## src/rtl/word_serializer_pkg.sv

```systemverilog
// word_serializer_pkg: shared serializer state type and counter width helper
package word_serializer_pkg;
    typedef enum logic {IDLE, SHIFT} state_t;
    function automatic int cnt_w(input int w);
        return (w > 2) ? $clog2(w) : 1;
    endfunction
endpackage

```

## src/rtl/word_serializer.sv

```systemverilog
// word_serializer: WIDTH-bit valid/ready word in, 1-bit valid/ready stream out, zero-bubble chaining
module word_serializer
    import word_serializer_pkg::*;
#(
    parameter int WIDTH     = 8,
    parameter bit MSB_FIRST = 1'b0
) (
    input  logic             clk,
    input  logic             rst,
    input  logic             word_valid,
    input  logic [WIDTH-1:0] word_data,
    output logic             word_ready,
    output logic             bit_valid,
    output logic             bit_data,
    output logic             bit_last,
    input  logic             bit_ready
);
    localparam int CW = cnt_w(WIDTH);
    state_t state, state_n;
    logic [WIDTH-1:0] sreg, shifted;
    logic [CW-1:0] cnt;
    logic last, word_go, bit_go;
    always_comb begin
        last       = cnt == '0;
        bit_valid  = rst && state == SHIFT;
        bit_last   = bit_valid && last;
        bit_data   = MSB_FIRST ? sreg[WIDTH-1] : sreg[0];
        // bit_ready feeds word_ready directly so the next word loads on the final bit beat
        word_ready = rst && (state == IDLE || (state == SHIFT && last && bit_ready));
        word_go    = word_valid && word_ready;
        bit_go     = bit_valid && bit_ready;
        shifted    = MSB_FIRST ? {sreg[WIDTH-2:0], 1'b0} : {1'b0, sreg[WIDTH-1:1]};
        state_n    = word_go ? SHIFT : (bit_go && last) ? IDLE : state;
    end
    always_ff @(posedge clk)
        state <= !rst ? IDLE : state_n;
    always_ff @(posedge clk) begin
        if (!rst) begin
            cnt  <= '0;
            sreg <= '0;
        end else if (word_go) begin
            cnt  <= CW'(WIDTH - 1);
            sreg <= word_data;
        end else if (bit_go && !last) begin
            cnt  <= cnt - CW'(1);
            sreg <= shifted;
        end
    end
endmodule

```

## config.mk

```make
export PLATFORM = sky130hd
export DESIGN_NAME = word_serializer
export DESIGN_NICKNAME = d
export VERILOG_FILES = /design/src/rtl/word_serializer_pkg.sv /design/src/rtl/word_serializer.sv
export SDC_FILE = /design/constraint.sdc
export NUM_CORES = 1
export LEC_CHECK = 0
export ABC_AREA = 1
export BUFFER_PORTS_ARGS = -buffer_cell sky130_fd_sc_hd__buf_2
export CAP_MARGIN = 5
export CORE_ASPECT_RATIO = 0.7
export CORE_UTILIZATION = 30
export DETAILED_ROUTE_END_ITERATION = 7
export PLACE_DENSITY = 0.53
export SYNTH_ARGS = -nofsm -noshare
export SYNTH_HDL_FRONTEND = slang
export SYNTH_SLANG_ARGS = --single-unit
```

## constraint.sdc

```tcl
create_clock -name clk -period 1.3 [get_ports clk]
set_input_delay 0.195 -clock clk [delete_from_list [all_inputs] [get_ports clk]]
set_output_delay 0.195 -clock clk [all_outputs]
set_load 0.02 [all_outputs]
```

## After elaboration in Yosys (flattened, before gate mapping)

Index checks and enable logic that the tools add are counted.
W data, S select, Z words.

| word-level totals | value |
|---|---|
| register bits | 12 |

| operators by class | value |
|---|---|
| reduce and logical (&&, ||, !) cells | 14 |
| $add $sub $neg | 1 |
| mux-type cells | 6 |
| bitwise operators | 1 |

Operators with widths:

| operator | number |
|---|---|
| $mux W8 | 2 |
| $logic_and A1 B1 Y1 | 9 |
| $mux W3 | 2 |
| $reduce_bool A2 Y1 | 2 |
| $logic_not A3 Y1 | 1 |
| $sub A3 B1 Y3 const B | 1 |
| $mux W1 | 2 |
| $logic_not A1 Y1 | 1 |
| $logic_or A1 B1 Y1 | 1 |
| $not A1 Y1 | 1 |

## Longest topological paths before layout

| depth | value |
|---|---|
| depth after elaboration | 7 |
| mapped depth | 11 |

## Least setup slack after synthesis

OpenSTA, ideal clock, no wires.

| path | value |
|---|---|
| kind | reg-to-reg |
| from | register cnt[0] |
| to | register sreg[7] |
| setup slack | -0.053 ns |
| setup time | 0.070 ns |
| data required time | 1.230 ns |
| path buffers | 0 |
| stages on the path, launching flop included | 7 |
| clock period less this slack | 1.353 ns |
| data arrival time | 1.283 ns |
| cells stage by stage | dfxtp_1 inv_1 ha_1 nand3_2 a21oi_1 nand3_1 a21oi_1 |

| between the ends | value |
|---|---|
| word-level cells in the longest chain between the ends | 7 |

Ends and longest elaborated chain:

| item | RTL line | text |
|---|---|---|
| start: declaration | word_serializer.sv:21 | `logic [CW-1:0] cnt;` |
| start signal: assignment | word_serializer.sv:42 | `cnt <= CW'(WIDTH - 1);` |
| start signal: assignment | word_serializer.sv:45 | `cnt <= cnt - CW'(1);` |
| $logic_not A3 Y1 (*) | word_serializer.sv:24 | `last = cnt == '0;` |
| $logic_and A1 B1 Y1 (*) (2 in series) | word_serializer.sv:29 | `word_ready = rst && (state == IDLE \|\| (state == SHIFT && last && bit_ready));` |
| $logic_or A1 B1 Y1 (*) | word_serializer.sv:29 |  |
| $logic_and A1 B1 Y1 (*) | word_serializer.sv:29 |  |
| net word_ready | word_serializer.sv:12 | `output logic word_ready,` |
| $logic_and A1 B1 Y1 (*) | word_serializer.sv:30 | `word_go = word_valid && word_ready;` |
| $mux W8 or $reduce_bool A2 Y1 (tied branches) | - |  |
| end signal: assignment | word_serializer.sv:43 | `sreg <= word_data;` |
| end signal: assignment | word_serializer.sv:46 | `sreg <= shifted;` |
| end: declaration | word_serializer.sv:20 | `logic [WIDTH-1:0] sreg, shifted;` |

Mark *: on every way through the listed nets, which the timed path passes. The rest lies on a longest branch.
A chain may end at the register's enable or synchronous reset.

## Final worst setup path

| path | value |
|---|---|
| from | register cnt[0] |
| to | output port bit_last |

| between the ends | value |
|---|---|
| word-level cells in the longest chain between the ends | 2 |

Ends and longest elaborated chain:

| item | RTL line | text |
|---|---|---|
| $logic_not A3 Y1 | word_serializer.sv:24 |  |
| $logic_and A1 B1 Y1 | word_serializer.sv:26 | `bit_last = bit_valid && last;` |
| end: declaration | word_serializer.sv:15 | `output logic bit_last,` |

No other way between the ends.

==> flow_metrics.env <==
export IMPL_path_max_fanout=2
export IMPL_clkLatencyLatePin_ps=280
export IMPL_avgSynthCellArea_um2=6.86
export IMPL_cellLeakagePower_uw=0.000479
export IMPL_dr_pass1_iters=4
export IMPL_drive_gt1_frac=0.385
export IMPL_place_gp_congestion=0.753
export IMPL_hold_violations=0
export IMPL_rsz0062_at_grt="yes"
export IMPL_grt_pass1_vias=602
export IMPL_start_util=0.322
export IMPL_cts_sinks=12
export IMPL_max_freq_mhz=705
export IMPL_portBuffers=15
export IMPL_viasPerCell=4.36
export IMPL_yosysSeqAreaShare=0.343
export IMPL_crit_type="flop to output port"
export IMPL_rows=14
export IMPL_grt_use_total=0.145
export IMPL_die_h_um=42.4
export IMPL_hp_class="input port to flop"
export IMPL_power_uw=1000
export IMPL_via_count=707
export IMPL_maxCapViolCount=0
export IMPL_wirelength_um=1620
export IMPL_cp_end_kind="output port"
export IMPL_grt_start_max_net_pins=19
export IMPL_cp_start_kind="flop"
export IMPL_setup_violations=9
export IMPL_peakVddDrop_v=0.000471
export IMPL_clk_pin_slew_ps=90
export IMPL_finalClockSkew_ps=9.16
export IMPL_cp_required_ps=1110
export IMPL_violations="negative setup slack"
export IMPL_arrival_ps=1220
export IMPL_core_area_mm2=0.00217
export IMPL_finalCritPeriodShare=1.09
export IMPL_mappedNetlistNets=116
export IMPL_synth_cells=102
export IMPL_drv_slew=0
export IMPL_synth_distinct_cells=19
export IMPL_dieWidth_um=59.7
export IMPL_die_area_mm2=0.00253
export IMPL_period_minus_slack_ps=1420
export IMPL_ios=16
export IMPL_mostFrequentLayoutCell="nand2_1"
export IMPL_slew_limit_headroom=0.860
export IMPL_cts_root_buf="clkbuf_4"
export IMPL_route_detailed_drc=0
export IMPL_status="finished with violations"
export IMPL_antenna_left=0
export IMPL_grt_ovfl_total=0
export IMPL_cts_path_max_buffers=2
export IMPL_cts_made_buffers=3
export IMPL_grt_pass1_wl_um=2720
export IMPL_wl_per_cell_um=9.98
export IMPL_worst_pin_slew_ps=210
export IMPL_initialDrtViolationCount=9
export IMPL_most_common_layout_cells="nand2_1, buf_2, buf_4"
export IMPL_syn_cell_area_um2=699
export IMPL_antennaDiodeCount=0
export IMPL_dpl_hpwl_um=1190
export IMPL_powerDensity_mw_per_mm2=1020
export IMPL_worst_slack_ps=-118
export IMPL_nets=145
export IMPL_htree_num_levels=1
export IMPL_cts_tree="done"
export IMPL_syn2layout_area_growth_pct=40.3
export IMPL_finalSetupTns_ps=-356
export IMPL_grt_antenna_before_repair=0
export IMPL_synth_warnings=0
export IMPL_synth_seq_cells=12
metrics by stage:
stage | worst slack, ps | cells | hold WS, ps | utilization | cell area [µm²]
6_report | -118 | 162 | 193 | 0.452 | 981
5_1_grt | -175 | 162 | 181 | 0.452 | 981
4_1_cts | -109 | 162 | 195 | 0.448 | 973
3_5_place_dp | -108 | 156 | 465 | 0.400 | 870
3_3_place_gp | -68.6 | 156 | 458 | 0.400 | 870
2_1_floorplan | -4.35 | 102 | 360 | - | 703
path summary, 6_finish.rpt:
check | from | end | slack, ps | depth (start not counted)
worst max register to register | cnt[0] | cnt[2] | -30 | 11
worst min-delay path | word_data[7] | sreg[7] | 190 | 3
worst max-delay path | cnt[0] | bit_last | -120 | 6
worst min register to register | sreg[7] | sreg[7] | 480 | 2
routing by layer:
layer  wire length [µm]  part of all wire  GRT usage
met1                903              0.56      0.213
met3                 72             0.045     0.0648
met2                641              0.40      0.198
met4                  0                 0     0.0140
met5                  0                 0          0
cell usage after synthesis:
cell | count | area [µm²]
o21ai_0 | 1 | 5.00
buf_6 | 2 | 22.5
a21oi_1 | 10 | 50.1
clkbuf_1 | 1 | 3.75
buf_2 | 1 | 5.00
nand3_2 | 2 | 20.0
nand2_1 | 31 | 116
dfxtp_1 | 12 | 240
nor2_1 | 1 | 3.75
nand4_1 | 7 | 43.8
inv_1 | 13 | 48.8
buf_4 | 1 | 7.51
ha_1 | 2 | 25.0
a31oi_1 | 1 | 6.26
nand2_2 | 1 | 6.26
inv_2 | 3 | 11.3
nand3_4 | 1 | 17.5
nor2_4 | 1 | 11.3
nand3_1 | 11 | 55.1
sequential cells by signal, summed over array words and instances, names as in the netlist:
| signal | count |
|---|---|
| sreg | 8 |
| cnt | 3 |
| state | 1 |
timing repair:
item | 4_1_cts | 5_1_grt
pin swaps | 6 | 3
hold buffers | 0 | 0
resized for setup | 16 | 3
setup endpoints to repair | 13 | 14
buffers inserted | 3 | 0
kinds of logic (layout without fill, tap and decap cells):
kind of cell	after synthesis	count (layout)	synth area share
adders and majority gates	2	2	0.0358
and+or+nand+nor	55	55	0.392
AOI/OAI and AO/OA	12	12	0.0877
buffers and inverters	21	49	0.141
DFF	12	12	0.343
layout make-up:
class,instances,area (µm²)
fill,238,1190
multi-input combinational,69,397
sequential,12,245
timing repair buffer,29,200
inverter,16,62.6
tap,32,40.0
clock buffer,4,36.3
report_power, final:
group	switching [µW]	internal, µW	total, µW
sequential	17.2	398	415
clock	142	171	312
combinational	146	127	273
critical path, stage by stage (launching register included):
cell and delay (ps):
dfxtp_2 330, inv_2 70, ha_4 150, nand2_2 60, buf_6 110, nor2_4 90
buf_6 110
(Power assumes the default switching activity.)
